File: src/rtl/serial_pattern_pkg.sv
// ---------------------------------------------------------------------------
// serial_pattern_pkg
// Shared definitions for the serial pattern transmitter:
//   - state_t        : 3-bit FSM state type
//   - ST_*           : state encodings (IDLE=000 .. DONE=100)
//   - DEFAULT_PATTERN: built-in pattern used when none is supplied
// ---------------------------------------------------------------------------
package serial_pattern_pkg;

  typedef logic [2:0] state_t;

  localparam state_t ST_IDLE = 3'b000;
  localparam state_t ST_SEND = 3'b001;
  localparam state_t ST_GAPW = 3'b010;
  localparam state_t ST_PAR  = 3'b011;
  localparam state_t ST_DONE = 3'b100;

  localparam logic [4:0] DEFAULT_PATTERN = 5'b10110;

endpackage

File: src/rtl/tx_shift_reg.sv
// ---------------------------------------------------------------------------
// tx_shift_reg
// PAT_W-bit left-shifting register with a bit counter that marks the last
// bit of the loaded word.
// Ports:
//   clk   : clock, rising edge
//   rst   : asynchronous active-low reset (clears register and counter)
//   load  : load din and restart the bit counter (priority over shift)
//   shift : shift left by one and count down
//   din   : word to load
//   msb   : current most significant bit (the bit on the line)
//   last  : high while the final bit of the word is at the MSB
// ---------------------------------------------------------------------------
module tx_shift_reg #(
  parameter int PAT_W = 5
) (
  input  logic             clk,
  input  logic             rst,
  input  logic             load,
  input  logic             shift,
  input  logic [PAT_W-1:0] din,
  output logic             msb,
  output logic             last
);

  localparam int CNT_W = $clog2(PAT_W);

  logic [PAT_W-1:0] r_sreg;
  logic [CNT_W-1:0] r_bcnt;

  // Shift register and bit counter: load wins over shift.
  always_ff @(posedge clk or negedge rst) begin
    if (!rst) begin
      r_sreg <= '0;
      r_bcnt <= '0;
    end else if (load) begin
      r_sreg <= din;
      r_bcnt <= CNT_W'(PAT_W - 1);
    end else if (shift) begin
      r_sreg <= {r_sreg[PAT_W-2:0], 1'b0};
      r_bcnt <= r_bcnt - CNT_W'(1);
    end
  end

  assign msb  = r_sreg[PAT_W-1];
  assign last = (r_bcnt == '0);

endmodule

File: src/rtl/serial_pattern_tx.sv
// ---------------------------------------------------------------------------
// serial_pattern_tx
// Moore FSM that serialises a pattern MSB first, REPEAT times with GAP idle
// cycles between copies, then waits in DONE for an acknowledge.
// Optional feature: define SERIAL_PATTERN_TX_PARITY_EN to append one even
// parity bit (XOR of the pattern bits) after the final copy.
// Parameters: PAT_W, PATTERN, REPEAT (1..15), GAP (0..7)
// Ports:
//   clk    : clock, rising edge
//   rst    : asynchronous active-low reset
//   start  : start request, sampled only in IDLE
//   ld     : with an accepted start, selects pat_in instead of PATTERN
//   pat_in : run-time pattern
//   cntrl  : completion acknowledge, sampled only in DONE
//   j      : serial data bit
//   j_vld  : j carries a pattern/parity bit
//   busy   : high in every state except IDLE
//   done   : transmission complete, held until acknowledged
// ---------------------------------------------------------------------------
module serial_pattern_tx
  import serial_pattern_pkg::*;
#(
  parameter int               PAT_W   = 5,
  parameter logic [PAT_W-1:0] PATTERN = PAT_W'(DEFAULT_PATTERN),
  parameter int               REPEAT  = 1,
  parameter int               GAP     = 2
) (
  input  logic             clk,
  input  logic             rst,
  input  logic             start,
  input  logic             ld,
  input  logic [PAT_W-1:0] pat_in,
  input  logic             cntrl,
  output logic             j,
  output logic             j_vld,
  output logic             busy,
  output logic             done
);

  if (PAT_W < 2 || REPEAT < 1 || REPEAT > 15 || GAP < 0 || GAP > 7) begin : g_param_check
    $error("serial_pattern_tx: parameter out of range");
  end

`ifdef SERIAL_PATTERN_TX_PARITY_EN
  localparam state_t ST_AFTER_LAST = ST_PAR;
`else
  localparam state_t ST_AFTER_LAST = ST_DONE;
`endif

  state_t           r_state;
  state_t           w_state_nxt;
  logic [PAT_W-1:0] r_pat;
  logic [3:0]       r_copy;
  logic [2:0]       r_gap;
  logic             w_load;
  logic             w_shift;
  logic [PAT_W-1:0] w_din;
  logic             w_msb;
  logic             w_last;

  tx_shift_reg #(
    .PAT_W (PAT_W)
  ) u_shift (
    .clk   (clk),
    .rst   (rst),
    .load  (w_load),
    .shift (w_shift),
    .din   (w_din),
    .msb   (w_msb),
    .last  (w_last)
  );

  // Next-state decode and shift register control.
  always_comb begin
    w_state_nxt = r_state;
    w_load      = 1'b0;
    w_shift     = 1'b0;
    w_din       = r_pat;
    case (r_state)
      ST_IDLE: begin
        if (start) begin
          w_load      = 1'b1;
          w_din       = ld ? pat_in : PATTERN;
          w_state_nxt = ST_SEND;
        end else begin
          w_state_nxt = ST_IDLE;
        end
      end
      ST_SEND: begin
        if (!w_last) begin
          w_shift = 1'b1;
        end else if (r_copy != 4'd0) begin
          if (GAP > 0) begin
            w_state_nxt = ST_GAPW;
          end else begin
            // No gap: reload the latched pattern and keep sending.
            w_load      = 1'b1;
            w_state_nxt = ST_SEND;
          end
        end else begin
          w_state_nxt = ST_AFTER_LAST;
        end
      end
      ST_GAPW: begin
        if (r_gap == 3'd0) begin
          w_load      = 1'b1;
          w_state_nxt = ST_SEND;
        end else begin
          w_state_nxt = ST_GAPW;
        end
      end
`ifdef SERIAL_PATTERN_TX_PARITY_EN
      ST_PAR: begin
        w_state_nxt = ST_DONE;
      end
`endif
      ST_DONE: begin
        if (cntrl) begin
          w_state_nxt = ST_IDLE;
        end else begin
          w_state_nxt = ST_DONE;
        end
      end
      default: begin
        w_state_nxt = ST_IDLE;
      end
    endcase
  end

  // State register, latched pattern, copy and gap counters.
  always_ff @(posedge clk or negedge rst) begin
    if (!rst) begin
      r_state <= ST_IDLE;
      r_pat   <= '0;
      r_copy  <= 4'd0;
      r_gap   <= 3'd0;
    end else begin
      r_state <= w_state_nxt;
      if (r_state == ST_IDLE && start) begin
        r_pat  <= w_din;
        r_copy <= 4'(REPEAT - 1);
      end
      if (r_state == ST_SEND && w_last && r_copy != 4'd0) begin
        r_copy <= r_copy - 4'd1;
        // Gap counter runs GAP-1 .. 0, giving exactly GAP idle cycles.
        r_gap  <= (GAP > 0) ? 3'(GAP - 1) : 3'd0;
      end
      if (r_state == ST_GAPW && r_gap != 3'd0) begin
        r_gap <= r_gap - 3'd1;
      end
    end
  end

`ifdef SERIAL_PATTERN_TX_PARITY_EN
  function automatic logic f_even_parity(input logic [PAT_W-1:0] v);
    return ^v;
  endfunction

  logic w_par;
  assign w_par = f_even_parity(r_pat);
  assign j     = ((r_state == ST_SEND) & w_msb) | ((r_state == ST_PAR) & w_par);
  assign j_vld = (r_state == ST_SEND) | (r_state == ST_PAR);
`else
  assign j     = (r_state == ST_SEND) & w_msb;
  assign j_vld = (r_state == ST_SEND);
`endif

  assign busy = (r_state != ST_IDLE);
  assign done = (r_state == ST_DONE);

endmodule

File: config.mk
export PLATFORM = sky130hd
export DESIGN_NAME = serial_pattern_tx
export DESIGN_NICKNAME = d
export VERILOG_FILES = /design/src/rtl/serial_pattern_pkg.sv /design/src/rtl/tx_shift_reg.sv /design/src/rtl/serial_pattern_tx.sv
export SDC_FILE = /design/constraint.sdc
export NUM_CORES = 1
export LEC_CHECK = 0
export ABC_AREA = 1
export CORE_ASPECT_RATIO = 0.75
export CORE_MARGIN = 2
export CORE_UTILIZATION = 55
export CTS_CLUSTER_SIZE = 20
export DETAILED_ROUTE_END_ITERATION = 10
export PLACE_DENSITY = 0.89
export SLEW_MARGIN = 20
export SYNTH_ARGS = -nofsm -noshare
export SYNTH_HDL_FRONTEND = slang
export SYNTH_HIERARCHICAL = 1
export SYNTH_SLANG_ARGS = --single-unit
File: constraint.sdc
create_clock -name clk -period 4.81 [get_ports clk]
set_input_delay 1.443 -clock clk [delete_from_list [all_inputs] [get_ports clk]]
set_output_delay 1.443 -clock clk [all_outputs]
set_load 0.005 [all_outputs]
After elaboration in Yosys (flattened, before gate mapping)
Cells that the tools add are included.
{"block": "totals", "ff_bits": 23, "in_bits": 10, "elab_cells": 49, "out_inout_bits": 4}
{"block": "op_classes", "mux": 22, "addsub": 3, "eq_ne": 4, "bitwise_logic": 1, "n_reduce_logical": 13}
{"cell": "2-to-1 mux 5 bit", "count": 5}
{"cell": "2-to-1 mux 3 bit", "count": 7}
{"cell": "case mux 3 bit (4 select lines)", "count": 1}
{"cell": "logical NOT 3 bit", "count": 3}
{"cell": "2-to-1 mux 4 bit", "count": 2}
{"cell": "nonzero test 2 bit", "count": 3}
{"cell": "nonzero test 3 bit", "count": 2}
{"cell": "subtractor 3 x 1 -> 3 bit, second input constant", "count": 2}
{"cell": "2-to-1 mux 1 bit", "count": 5}
{"cell": "logical AND 1 bit", "count": 4}
{"cell": "nonzero test 4 bit", "count": 1}
{"cell": "subtractor 4 x 1 -> 4 bit, second input constant", "count": 1}
{"cell": "equality test 3 x 1 -> 1 bit, second input constant", "count": 1}
{"cell": "equality test 3 x 2 -> 1 bit, second input constant", "count": 1}
{"cell": "equality test 3 bit, second input constant", "count": 1}
{"cell": "2-to-1 mux 2 bit", "count": 1}
{"cell": "!= test 2 x 1 -> 1 bit, second input constant", "count": 1}
{"cell": "case mux 1 bit (2 select lines)", "count": 1}
{"cell": "AND 1 bit", "count": 1}

Depth between registers and ports, before layout
Gate-level depths: netlist of the first run.
{"block": "depth", "word_depth": 5, "ltp_mapped": 10, "depth_no_buf": 9}

Modules after synthesis
The synthesis of the first run kept the hierarchy.
{"module": "serial_pattern_tx", "cells_per_inst": 107, "n_inst": 1, "seq_area_each_um2": 375.4, "area_each_um2": 850.8}
{"module": "tx_shift_reg", "cells_per_inst": 44, "n_inst": 1, "seq_area_each_um2": 200.2, "area_each_um2": 384.1}

Least setup slack after synthesis of the first run
Ideal clock, no wire load.
{"block": "synth_path", "kind": "register to output", "start": "register r_state[1]", "end": "output port j", "arrival_time_ns": 0.696, "stages_incl_launch_ff": 4, "n_path_buf": 0, "setup_slack_ns": 2.671, "cell_sequence": "dfrtp_1 -> inv_2 -> nand3_1 -> nor2_1"}
{"block": "synth_between", "elab_chain_len": 2}
{"element": "start, declared", "line_no": "serial_pattern_tx.sv:50", "rtl": "state_t r_state;"}
{"element": "start signal, assigned", "line_no": "serial_pattern_tx.sv:138", "rtl": "r_state <= w_state_nxt;"}
{"element": "equality test 3 x 1 -> 1 bit", "line_no": "serial_pattern_tx.sv:164", "rtl": "assign j = (r_state == ST_SEND) & w_msb;"}
{"element": "AND 1 bit", "line_no": "serial_pattern_tx.sv:164"}
{"element": "end, declared", "line_no": "serial_pattern_tx.sv:34", "rtl": "output logic j,"}
Every way passes these cells.

Final worst setup path of the first run
{"block": "layout_path", "start": "register r_state[1]", "end": "output port j_vld"}
{"block": "layout_between", "elab_chain_len": 1}
{"element": "equality test 3 x 1 -> 1 bit", "line_no": "serial_pattern_tx.sv:165", "rtl": "assign j_vld = (r_state == ST_SEND);"}
{"element": "end, declared", "line_no": "serial_pattern_tx.sv:35", "rtl": "output logic j_vld,"}
Every way passes these cells.

==> results.json, run 1 <==
{
  "slew_viol_final": 0,
  "clk_path_buf_depth": 2,
  "outcome": "finished, violations left",
  "p_total_mw": 0.761,
  "max_cap_violations": 0,
  "pwr-share-seq_pct": 40.1,
  "drc": 1,
  "core_area_um2": 2070,
  "vias": 991,
  "area_growth_pct": 11.7,
  "viasPerCell": 5.24,
  "stdcell_count": 189,
  "startpoint": "r_state[1]",
  "num_rows": 14,
  "layout_common_cells": "nand2_1, dfrtp_1, inv_1",
  "worstHoldPathType": "flop to flop",
  "hp-start": "u_shift/r_bcnt[0]",
  "grt_max_degree": 24,
  "cts_root_buf": "clkbuf_4",
  "grt_usage_pct": 18.0,
  "htreeDepth": 1,
  "wirelength_mm": 2.16,
  "drt_first_iter_violations": 46,
  "holdWs_ps": 486,
  "p_leak_nw": 0.716,
  "violations": "DRC",
  "crit_fanout": 5,
  "clk_pin_slew_worst_paths_ps": 120,
  "setup_tns_ps": 0,
  "drive_above_1_share_pct": 9.70,
  "syn-num-nets": 166,
  "post-cts-setup-buffers": 0,
  "fp.dieH_um": 45.0,
  "clock_latency_ps": 310,
  "synth_cell_types": 23,
  "cts_tree": "yes",
  "place_congestion": 0.824,
  "ios": 14,
  "synth_top_area_share_pct": 46.6,
  "rr_startpoint": "r_state[2]",
  "period_minus_slack_ps": 3090,
  "cp.required_ps": 3370,
  "fmax_mhz": 324,
  "dr.pass1.iters": 7,
  "grt_pass1_wl_mm": 3.58,
  "wl_per_cell_um": 11.4,
  "ant_nets": 0,
  "antenna_cells": 0,
  "critPathCaptureType": "output port",
  "portBuffers": 13,
  "cts.sinks": 23,
  "netlist_area_um2": 1230,
  "post-synth-top-area-cell": "dfrtp_1",
  "p_sw_share_pct": 41.8,
  "overflow": 0,
  "intPower_mw": 0.443,
  "pwr-share-clk_pct": 11.6,
  "worstSetupStartpointType": "flop",
  "hold_viol": 0,
  "clock_skew_ps": 2.87,
  "die_x_um": 58.7,
  "arrival_ps": 1640,
  "final_nets": 181,
  "grt_pass1_vias": 861,
  "reg2regPathDepth": 6,
  "p_sw_mw": 0.318,
  "netlist_top_cells_area": "dfrtp_1, nand2_1, nand3_1, inv_1, ha_1",
  "worstSetupPathType": "flop to output port",
  "syn_inst": 151,
  "min_period_over_period_pct": 64.2,
  "holdPathStages": 1,
  "nFillCells": 176,
  "postCtsHoldBufs": 0,
  "setup_violations": 0,
  "timing.slew.headroom_pct": 55.5,
  "synth_sequential_area_ratio_pct": 46.6,
  "irDropWorstVdd_v": 0.000232,
  "yosys_warnings": 6,
  "dp_hpwl_mm": 1.71,
  "placed_cells": 185,
  "rsz0062_at_grt": "no",
  "p_per_area_nw_per_um2": 552,
  "die_area_um2": 2640,
  "initial_core_util_pct": 59.7,
  "ys_ff_latch": 23,
  "numCtsBuffers": 3,
  "whs_endpoint": "u_shift/r_bcnt[0]",
  "reg2reg_slack_ps": 2940,
  "antenna_found_initial": 0,
  "worst_pin_slew_ps": 665,
  "r2r_end": "u_shift/r_sreg[1]",
  "pwr-share-comb_pct": 48.3,
  "final_common_cell": "nand2_1",
  "cts_resized": 0,
  "synth.avg_cell_area_um2": 8.18
}
==> layout make-up <==
| cell class | count | area, µm² | share of cell area [%] |
|---|---|---|---|
| inverter | 25 | 95.1 | 6.90 |
| tap | 24 | 30.0 | 2.18 |
| clock buffer | 4 | 26.3 | 1.91 |
| timing repair buffer | 13 | 125 | 9.07 |
| multi-input combinational | 100 | 527 | 38.2 |
| sequential | 23 | 576 | 41.7 |
==> power groups by stage <==
stage	sequential (mW)	combinational, mW	clock, mW
after floorplan	0.302	0.296	0
after global placement	0.304	0.350	0
after detailed placement	0.309	0.371	0
after CTS	0.305	0.372	0.0890
after global routing	0.312	0.425	0.0983
final	0.305	0.368	0.0882
==> registers in the layout, indices dropped and copies added (netlist names) <==
| signal | count |
|---|---|
| r_copy | 4 |
| r_gap | 3 |
| r_pat | 5 |
| r_state | 3 |
| u_shift/r_bcnt | 3 |
| u_shift/r_sreg | 5 |
==> routing by layer <==
layer  global-route usage (%)  share of wire (%)  vias up
met4                     1.82               0.46        0
met1                     24.9                 48      457
met2                     29.9                 45       26
met3                     5.16                6.0        2
li1                         -                  -      506
met5                        0                  0        -
==> critical path, stage by stage (launching register included) <==
cell,delay (ps)
dfrtp_1,460
inv_2,110
nand2_1,70
nor2_2,160
clkdlybuf4s50_1,530
==> Yosys cell counts <==
cell type,count
nand3_2,1
a21oi_1,8
nor2_1,6
buf_8,1
nand4_1,2
inv_1,22
clkinv_2,1
nand3_1,18
or2_0,1
nor2_2,1
nor3_1,1
o21ai_0,5
inv_2,2
nor2_4,2
dfrtp_1,23
xor2_1,2
buf_6,2
nand2_1,41
ha_1,5
or2_2,2
nand2_2,2
o21ai_1,2
nand3_4,1
==> through the flow <==
step	cell area, µm²	utilization [%]	setup WS (ps)
final	1380	66.7	1720
after global placement	1360	65.7	1660
after global routing	1380	66.7	1650
after CTS	1380	66.9	1730
after detailed placement	1360	65.7	1590
after floorplan	1230	-	2670
==> kinds of logic (layout without fill, tap and decap cells) <==
group,count (synthesis),in the layout,synth area share [%]
buffers and inverters,28,42,10.7
AO/OA/AOI/OAI,15,15,6.08
adder cells (fa/ha/maj),5,5,5.07
XOR/XNOR,2,2,1.42
flip-flops,23,23,46.6
AND/OR/NAND/NOR,78,78,30.1
==> worst max-delay path by stage <==
stage | to | depth (start not counted)
3_3_place_gp | u_shift/r_sreg[4] | 6
6_report | j_vld | 4
4_1_cts | j_vld | 4
5_1_grt | j_vld | 4
2_1_floorplan | j | 3
3_5_place_dp | u_shift/r_sreg[1] | 6
(Power assumes the default switching activity.)
==> inputs of run 2 (changes only) <==
--- a/config.mk
+++ b/config.mk
@@ -8,10 +8,10 @@
 export ABC_AREA = 1
 export CORE_ASPECT_RATIO = 0.75
 export CORE_MARGIN = 2
-export CORE_UTILIZATION = 55
+export CORE_UTILIZATION = 54
 export CTS_CLUSTER_SIZE = 20
 export DETAILED_ROUTE_END_ITERATION = 10
-export PLACE_DENSITY = 0.89
+export PLACE_DENSITY = 0.88
 export SLEW_MARGIN = 20
 export SYNTH_ARGS = -nofsm -noshare
 export SYNTH_HDL_FRONTEND = slang
==> constraint.sdc (replaced) <==
create_clock -name clk -period 3.05 [get_ports clk]
set_input_delay 0.915 -clock clk [delete_from_list [all_inputs] [get_ports clk]]
set_output_delay 0.915 -clock clk [all_outputs]
set_load 0.005 [all_outputs]
==> run 2 against run 1 <==
Compared with the run above: the run now ends clean; via count rose by 1.5%; register-to-register slack got worse by 1800 ps; critical path depth is the same; clock power rose by 56%; setup slack got worse by 1200 ps; sequential share of layout area down 0.63 points; power grew 61%; largest cell class unchanged.
==> results.json, run 2 (same netlist as run 1, synthesis figures left out) <==
{
  "rsz0062_at_grt": "no",
  "dp_hpwl_mm": 1.70,
  "grt_max_degree": 24,
  "num_rows": 14,
  "pwr-share-seq_pct": 39.7,
  "portBuffers": 13,
  "wl_per_cell_um": 11.6,
  "wirelength_mm": 2.21,
  "grt_pass1_wl_mm": 3.76,
  "pwr-share-comb_pct": 49.0,
  "viasPerCell": 5.27,
  "drive_above_1_share_pct": 10.8,
  "cpMaxStageDelayCell": "clkdlybuf4s50_1",
  "cts_resized": 0,
  "overflow": 0,
  "hold_viol": 0,
  "dr.pass1.iters": 4,
  "die_x_um": 59.2,
  "whs_endpoint": "u_shift/r_bcnt[0]",
  "initial_core_util_pct": 59.2,
  "setup_violations": 0,
  "postCtsHoldBufs": 0,
  "r2r_end": "u_shift/r_sreg[4]",
  "p_per_area_nw_per_um2": 875,
  "worst_pin_slew_ps": 710,
  "final_nets": 183,
  "hp-start": "u_shift/r_bcnt[0]",
  "arrival_ps": 1640,
  "worstSetupPathType": "flop to output port",
  "critPathTopFamily": "buffers and inverters",
  "final_common_cell": "nand2_1",
  "p_leak_nw": 0.728,
  "htreeDepth": 1,
  "grt_usage_pct": 19.3,
  "cp.required_ps": 2130,
  "intPower_mw": 0.711,
  "nFillCells": 167,
  "clk_pin_slew_worst_paths_ps": 120,
  "pwr-share-clk_pct": 11.3,
  "crit_fanout": 5,
  "numCtsBuffers": 3,
  "p_sw_mw": 0.514,
  "ant_nets": 0,
  "reg2reg_slack_ps": 1190,
  "drc": 0,
  "drt_first_iter_violations": 23,
  "p_sw_share_pct": 42.0,
  "setup_tns_ps": 0,
  "min_period_over_period_pct": 83.6,
  "ios": 14,
  "clk_path_buf_depth": 2,
  "p_total_mw": 1.23,
  "place_congestion": 0.837,
  "irDropWorstVdd_v": 0.000356,
  "worstSetupPathDepth": 4,
  "outcome": "finished, final reports clean",
  "holdPathStages": 1,
  "clock_skew_ps": 3.38,
  "holdWs_ps": 481,
  "rr_startpoint": "r_gap[0]",
  "fmax_mhz": 392,
  "fp.dieH_um": 45.4,
  "cts_root_buf": "clkbuf_4",
  "worstHoldPathType": "flop to flop",
  "max_cap_violations": 0,
  "critical_path_buf_inv_count": 2,
  "core_area_um2": 2080,
  "vias": 1006,
  "path_cells": "inv_2 -> nand2_1 -> nor2_2 -> clkdlybuf4s50_1",
  "critPathCaptureType": "output port",
  "cts_tree": "yes",
  "reg2regPathDepth": 9,
  "worstSetupStartpointType": "flop",
  "antenna_found_initial": 0,
  "clock_latency_ps": 310,
  "max_stage_delay_ps": 540,
  "antenna_cells": 0,
  "die_area_um2": 2690,
  "cts.sinks": 23,
  "area_growth_pct": 13.4,
  "slew_viol_final": 0,
  "post-cts-setup-buffers": 0,
  "timing.slew.headroom_pct": 52.4,
  "grt_pass1_vias": 960,
  "layout_common_cells": "nand2_1, dfrtp_1, inv_1",
  "period_minus_slack_ps": 2550,
  "reg.largest.list": "r_pat (5), u_shift/r_sreg (5), r_copy (4)"
}
## run 2: cell types whose count changed in the layout (fill, tap and decap cells not counted)
| cell | previous run | this run |
|---|---|---|
| buf_4 | 0 | 2 |
| clkbuf_1 | 1 | 0 |
| clkdlybuf4s50_1 | 12 | 13 |
| buf_2 | 1 | 0 |
| clkinv_2 | 1 | 2 |
## run 2: per-layer routing
metal | vias up | GRT usage, % | wire length (µm)
met5 | - | 0 | 0
met2 | 33 | 32.3 | 1020
li1 | 510 | - | -
met4 | 0 | 9.09 | 29
met3 | 7 | 6.53 | 120
met1 | 456 | 22.7 | 1040
## run 2: worst register-to-register path, cell delays in order, from the launching register on
cell and delay, ps:
dfrtp_1 390, inv_1 90, ha_1 150, inv_1 40
nor2_1 70, inv_1 70, o21ai_1 580, inv_2 160
nand3_1 120, nand3_1 90
## run 2: worst max path at each step
stage / startpoint / to / slack (ps)
global route: r_state[1] / j_vld / 400
global placement: start / r_state[0] / 730
finish: r_state[1] / j_vld / 500
floorplan: r_state[1] / j / 1440
detailed placement: start / u_shift/r_sreg[4] / 660
CTS: r_state[1] / j_vld / 480
## run 2: final cells by class
type                            instances  area [µm²]  share of cell area (%)
Sequential cell                        23         576                    41.1
Multi-Input combinational cell        100         527                    37.6
Timing Repair Buffer                   15         145                    10.4
Inverter                               25        95.1                    6.79
Tap cell                               24        30.0                    2.14
Clock buffer                            3        22.5                    1.61
Clock inverter                          1        5.00                   0.357
## run 2: power by group through the flow
stage	Combinational, mW	Clock, mW	Sequential (mW)
3_3_place_gp	0.566	0	0.485
6_report	0.600	0.138	0.487
4_1_cts	0.605	0.145	0.486
3_5_place_dp	0.605	0	0.492
2_1_floorplan	0.466	0	0.476
5_1_grt	0.682	0.162	0.498
## run 2: per-stage QoR
step	worst slack (ps)	util [%]	std cells	cell area [µm²]
2_1_floorplan	1440	-	151	1230
3_3_place_gp	727	65.8	187	1370
3_5_place_dp	659	65.8	187	1370
4_1_cts	481	67.2	191	1400
5_1_grt	399	67.2	191	1400
6_report	499	67.2	191	1400
==> inputs of run 3 (changes only) <==
--- a/config.mk
+++ b/config.mk
@@ -8,10 +8,10 @@
 export ABC_AREA = 1
 export CORE_ASPECT_RATIO = 0.75
 export CORE_MARGIN = 2
-export CORE_UTILIZATION = 54
+export CORE_UTILIZATION = 49
 export CTS_CLUSTER_SIZE = 20
 export DETAILED_ROUTE_END_ITERATION = 10
-export PLACE_DENSITY = 0.88
+export PLACE_DENSITY = 0.85
 export SLEW_MARGIN = 20
 export SYNTH_ARGS = -nofsm -noshare
 export SYNTH_HDL_FRONTEND = slang
==> constraint.sdc (replaced) <==
create_clock -name clk -period 2.1 [get_ports clk]
set_input_delay 0.63 -clock clk [delete_from_list [all_inputs] [get_ports clk]]
set_output_delay 0.63 -clock clk [all_outputs]
set_load 0.005 [all_outputs]
==> run 3 against run 2 <==
Compared with the run above: first-iteration DRC count rose by 39%; die area rose by 9.4%; global-route usage fell by 1.7 points; power up 58%; hold slack gained 6.4 ps; setup slack worse by 410 ps; combinational power increased by 67%; routed wire length rose by 9.9%; sequential power increased by 51%; via count grew 0.70%; core utilization is 3.9 points lower; non-clock buffer count increased by 8; largest power group unchanged.
==> results.json, run 3 (same netlist as run 1, synthesis figures left out) <==
{
  "clk_path_buf_depth": 2,
  "multiInputGateArea_um2": 543,
  "rr_startpoint": "r_gap[0]",
  "hp-start": "u_shift/r_sreg[0]",
  "worstSetupPathType": "flop to output port",
  "holdWs_ps": 487,
  "setup_violations": 0,
  "vias": 1013,
  "num_rows": 15,
  "numCtsBuffers": 3,
  "layout_common_cells": "nand2_1, inv_1, dfrtp_1",
  "cts_root_buf": "clkbuf_4",
  "final.setup.worst_slack_ps": 87.3,
  "crit_fanout": 4,
  "ant_nets": 0,
  "period_minus_slack_ps": 2010,
  "final_nets": 191,
  "setup_tns_ps": 0,
  "core_area_um2": 2350,
  "startpoint": "r_state[1]",
  "initial_core_util_pct": 52.6,
  "fmax_mhz": 497,
  "rsz0062_at_grt": "no",
  "post-place-ws_ps": 178,
  "drc": 0,
  "timing.slew.headroom_pct": 80.4,
  "wl_per_cell_um": 11.6,
  "max_cap_violations": 0,
  "drive_above_1_share_pct": 16.6,
  "cp.required_ps": 1470,
  "fp.dieH_um": 47.5,
  "cts_tree": "yes",
  "htreeDepth": 1,
  "antenna_cells": 0,
  "arrival_ps": 1380,
  "final_util_pct": 63.3,
  "min_period_over_period_pct": 95.8,
  "die_area_um2": 2940,
  "area_growth_pct": 20.3,
  "die_x_um": 62.0,
  "p_per_area_nw_per_um2": 1300,
  "slew_viol_final": 0,
  "irDropWorstVdd_v": 0.000692,
  "wirelength_mm": 2.43,
  "drt_first_iter_violations": 32,
  "nFillCells": 202,
  "place_area_um2": 1400,
  "worstSetupStartpointType": "flop",
  "viasPerCell": 4.85,
  "fin_area_um2": 1490,
  "outcome": "finished, final reports clean",
  "place_congestion": 0.747,
  "regArea_um2": 578,
  "postCtsHoldBufs": 0,
  "grt_max_degree": 24,
  "dp_hpwl_mm": 1.75,
  "final_common_cell": "nand2_1",
  "cts.sinks": 23,
  "dr.pass1.iters": 4,
  "clk_pin_slew_worst_paths_ps": 120,
  "grt_pass1_vias": 903,
  "p_leak_nw": 0.776,
  "portBuffers": 13,
  "worst_pin_slew_ps": 294,
  "worstHoldPathType": "flop to flop",
  "clock_latency_ps": 300,
  "antenna_found_initial": 0,
  "clock_skew_ps": 2.78,
  "reg.largest.list": "r_pat (5), u_shift/r_sreg (5), r_copy (4)",
  "overflow": 0,
  "hold_viol": 0,
  "grt_pass1_wl_mm": 3.73,
  "ios": 14,
  "critPathCaptureType": "output port",
  "grt_usage_pct": 17.6
}
-- run 3: final timing paths --
check	to	slack, ps	cells after the start
setup / recovery	j	90	5
hold reg to reg	u_shift/r_sreg[0]	490	2
setup reg to reg	u_shift/r_sreg[2]	450	10
max in group asynchronous	r_state[1]	1200	2
min in group asynchronous	r_gap[0]	650	2
hold / removal	u_shift/r_sreg[0]	490	2
-- run 3: per-stage QoR --
| step | cells | power (mW) |
|---|---|---|
| after floorplan | 151 | 1.37 |
| after detailed placement | 199 | 1.69 |
| final | 209 | 1.94 |
| after CTS | 209 | 1.94 |
| after global routing | 209 | 2.11 |
| after global placement | 199 | 1.62 |
-- run 3: power breakdown --
group,internal (mW),switching (mW),total [mW]
sequential,0.618,0.115,0.733
clock,0.0741,0.127,0.201
combinational,0.423,0.580,1.00
total,1.12,0.822,1.94
-- run 3: area by class of cell --
| cell class | instances | share of cell area, % |
|---|---|---|
| Inverter | 25 | 6.40 |
| Clock buffer | 4 | 1.77 |
| Tap cell | 34 | 2.86 |
| Timing Repair Buffer | 23 | 13.5 |
| Sequential cell | 23 | 38.9 |
| Multi-Input combinational cell | 100 | 36.6 |
-- run 3: timing repair --
action,CTS,global route
setup endpoints to repair,3,1
pin swaps,3,0
resized for setup,8,1
cloned,0,0
setup buffers,6,0
-- run 3: critical path, cell delays in order, from the launching register on --
cell and delay (ps):
dfrtp_2 470, inv_2 70, buf_4 120, nand3_2 80, nor2_1 110, dlygate4sd2_1 230
-- run 3: layer usage --
layer | vias up | wire length (µm) | GRT usage (%)
met5 | - | 0 | 0
met4 | 0 | 23 | 5.53
met3 | 4 | 109 | 6.49
met2 | 27 | 1160 | 29.6
met1 | 463 | 1140 | 21.5
li1 | 519 | - | -
==> patch (flow settings as in run 3) <==
`PAT_W` is set to 5 in 2 places; all go to 7.
--- a/src/rtl/tx_shift_reg.sv
+++ b/src/rtl/tx_shift_reg.sv
@@ -14,3 +14,3 @@
 module tx_shift_reg #(
-  parameter int PAT_W = 5
+  parameter int PAT_W = 7
 ) (
--- a/src/rtl/serial_pattern_tx.sv
+++ b/src/rtl/serial_pattern_tx.sv
@@ -22,3 +22,3 @@
 #(
-  parameter int               PAT_W   = 5,
+  parameter int               PAT_W   = 7,
   parameter logic [PAT_W-1:0] PATTERN = PAT_W'(DEFAULT_PATTERN),
Interface: changed (resized pat_in); port bits go from 14 to 16. No check against the original RTL was run, so the function may have changed too.
==> patch against run 3 <==
Count of clock-buffer cells in the layout decreased by 1; highest routed layer unchanged; synthesized area rose by 16%; largest power group unchanged; total power increased by 23%; first-iteration DRC count increased by 59%; largest cell class unchanged; final area is 16% higher; setup slack hardly changed; clock power rose by 49%; sequential cell count is 4 higher; wire length is 18% higher.
==> patch: results (changes against run 3) <==
** Finish
- The count of filler cells inserted in the layout was 231 (+14%).
- Final cell count without fillers :: 235 (+12%)
- Top Registers :: r_pat: 7 flops, u_shift/r_sreg: 7 flops, r_copy: 4 flops

** Placed design
- The number of placed cells counting well taps was 225 (+13%).
- The post-DP HPWL is 2086 um (+19%).
- Port Buffer Count :: 15 (+2)
- The final RePlAce weighted congestion came to 0.8003 (+7.1%).

** Synth
- Post-Synthesis Net Count :: 191 (+15%)
- Portion of the post-synthesis area used by sequential elements :: 47.24% (+0.64 points)
- Fraction of post-synthesis cell area in the top cell type by area :: 47.24% (+0.64 points)
- The count of unique library cells instantiated by Yosys came to 21 (-8.7%).
- In the post-synthesis netlist, the biggest area contributors are dfrtp_1, nand2_1, nand3_1.

** Routing
- The post-detailed-route wirelength per cell was 12.17 um (+4.8%).
- The detailed-route vias per instance was 5.111 (+5.4%).
- 1st-iter DRT viols :: 51 (+59%)

** STA
- The clock skew after layout is 0.004272 ns (+0.001493 ns).
- Worst slack on hold paths :: 0.4900 ns (+0.002677 ns)
- The worst max-slew margin expressed relative to the limit was 77.36% (-3.0 points).

** Power
- VDD IR max :: 0.7398 mV (+7.0%)
- The static power due to leakage came to 0.8870 nW (+14%).

** Global routing
- The overall routing resource usage was 19.00% (+1.4 points).
- Pin count of the biggest net entering global routing :: 28 (+17%)

** Clock tree
- Root buf cell :: clkbuf_8

** Setup path
- Setup slack of the most critical reg-to-reg path :: 0.55 ns (+0.10 ns)
- Cells on worst reg2reg path :: 8 (-2)
- Reg2Reg Capture Point :: u_shift/r_bcnt[2]
- Worst reg2reg path startpoint :: u_shift/r_bcnt[0]
- Tracing the worst setup path back leads to its startpoint at r_state[0].

** Status
- The run finished with clean final reports.
[patch: metrics by stage]
step | cell area (um2) | setup slack, ns | power (mW)
floorplan | 1430 | 0.5983 | 1.721
global placement | 1617 | 0.2257 | 1.927
detailed placement | 1617 | 0.1627 | 2.016
CTS | 1708 | 0.03626 | 2.349
global route | 1723 | 0.03094 | 2.617
finish | 1723 | 0.08767 | 2.392
[patch: timing repair]
action                     CTS  global route
pin swaps                    1             1
resized for setup           10             0
buffers inserted             4             2
setup endpoints to repair    3             1
[patch: critical path, stage by stage (launching register included)]
cell and delay (ns):
dfrtp_2 0.47, nor2_4 0.15, nand2_1 0.06, clkdlybuf4s50_1 0.44
[patch: kinds of logic (layout without fill, tap and decap cells)]
kind of cell	count (synthesis)	after routing	share of synthesized area, %
buffers and inverters	30	55	9.711
and+or+nand+nor	92	92	31.15
AOI/OAI and AO/OA	18	18	6.299
adders and majority gates	5	5	4.374
DFF	27	27	47.24
xor gates and xnor gates	2	2	1.225
[patch: worst min-delay path by stage]
stage,startpoint,endpoint,depth (start not counted)
after detailed placement,r_gap[0],r_gap[0],2
after global routing,u_shift/r_sreg[3],u_shift/r_sreg[3],2
after global placement,u_shift/r_bcnt[2],u_shift/r_bcnt[2],2
final,r_gap[0],r_gap[0],2
after floorplan,rst,r_copy[0],0
after CTS,r_gap[0],r_gap[0],2
[patch: layer usage]
layer	global-route usage (%)	up-vias	part of all wire, %
met3	4.933	2	4.4
li1	-	605	-
met1	24.24	566	47
met4	2.721	0	0.49
met2	33.17	28	49
met5	0	-	0
[patch: layout make-up]
cell class / instances / area [um2] / area share, %
Sequential cell: 27 / 679.4 / 39.43
Inverter: 26 / 102.6 / 5.955
Tap cell: 36 / 45.04 / 2.614
Clock buffer: 3 / 41.29 / 2.397
Multi-Input combinational cell: 117 / 625.6 / 36.31
Timing Repair Buffer: 25 / 221.5 / 12.85
Clock inverter: 1 / 7.507 / 0.4357
[patch: power by group]
| part | switching (mW) | internal [mW] | total, mW | leakage [nW] |
|---|---|---|---|---|
| clock network | 0.165 | 0.135 | 0.299 | 0.0217 |
| logic | 0.717 | 0.502 | 1.22 | 0.528 |
| registers | 0.135 | 0.739 | 0.874 | 0.338 |
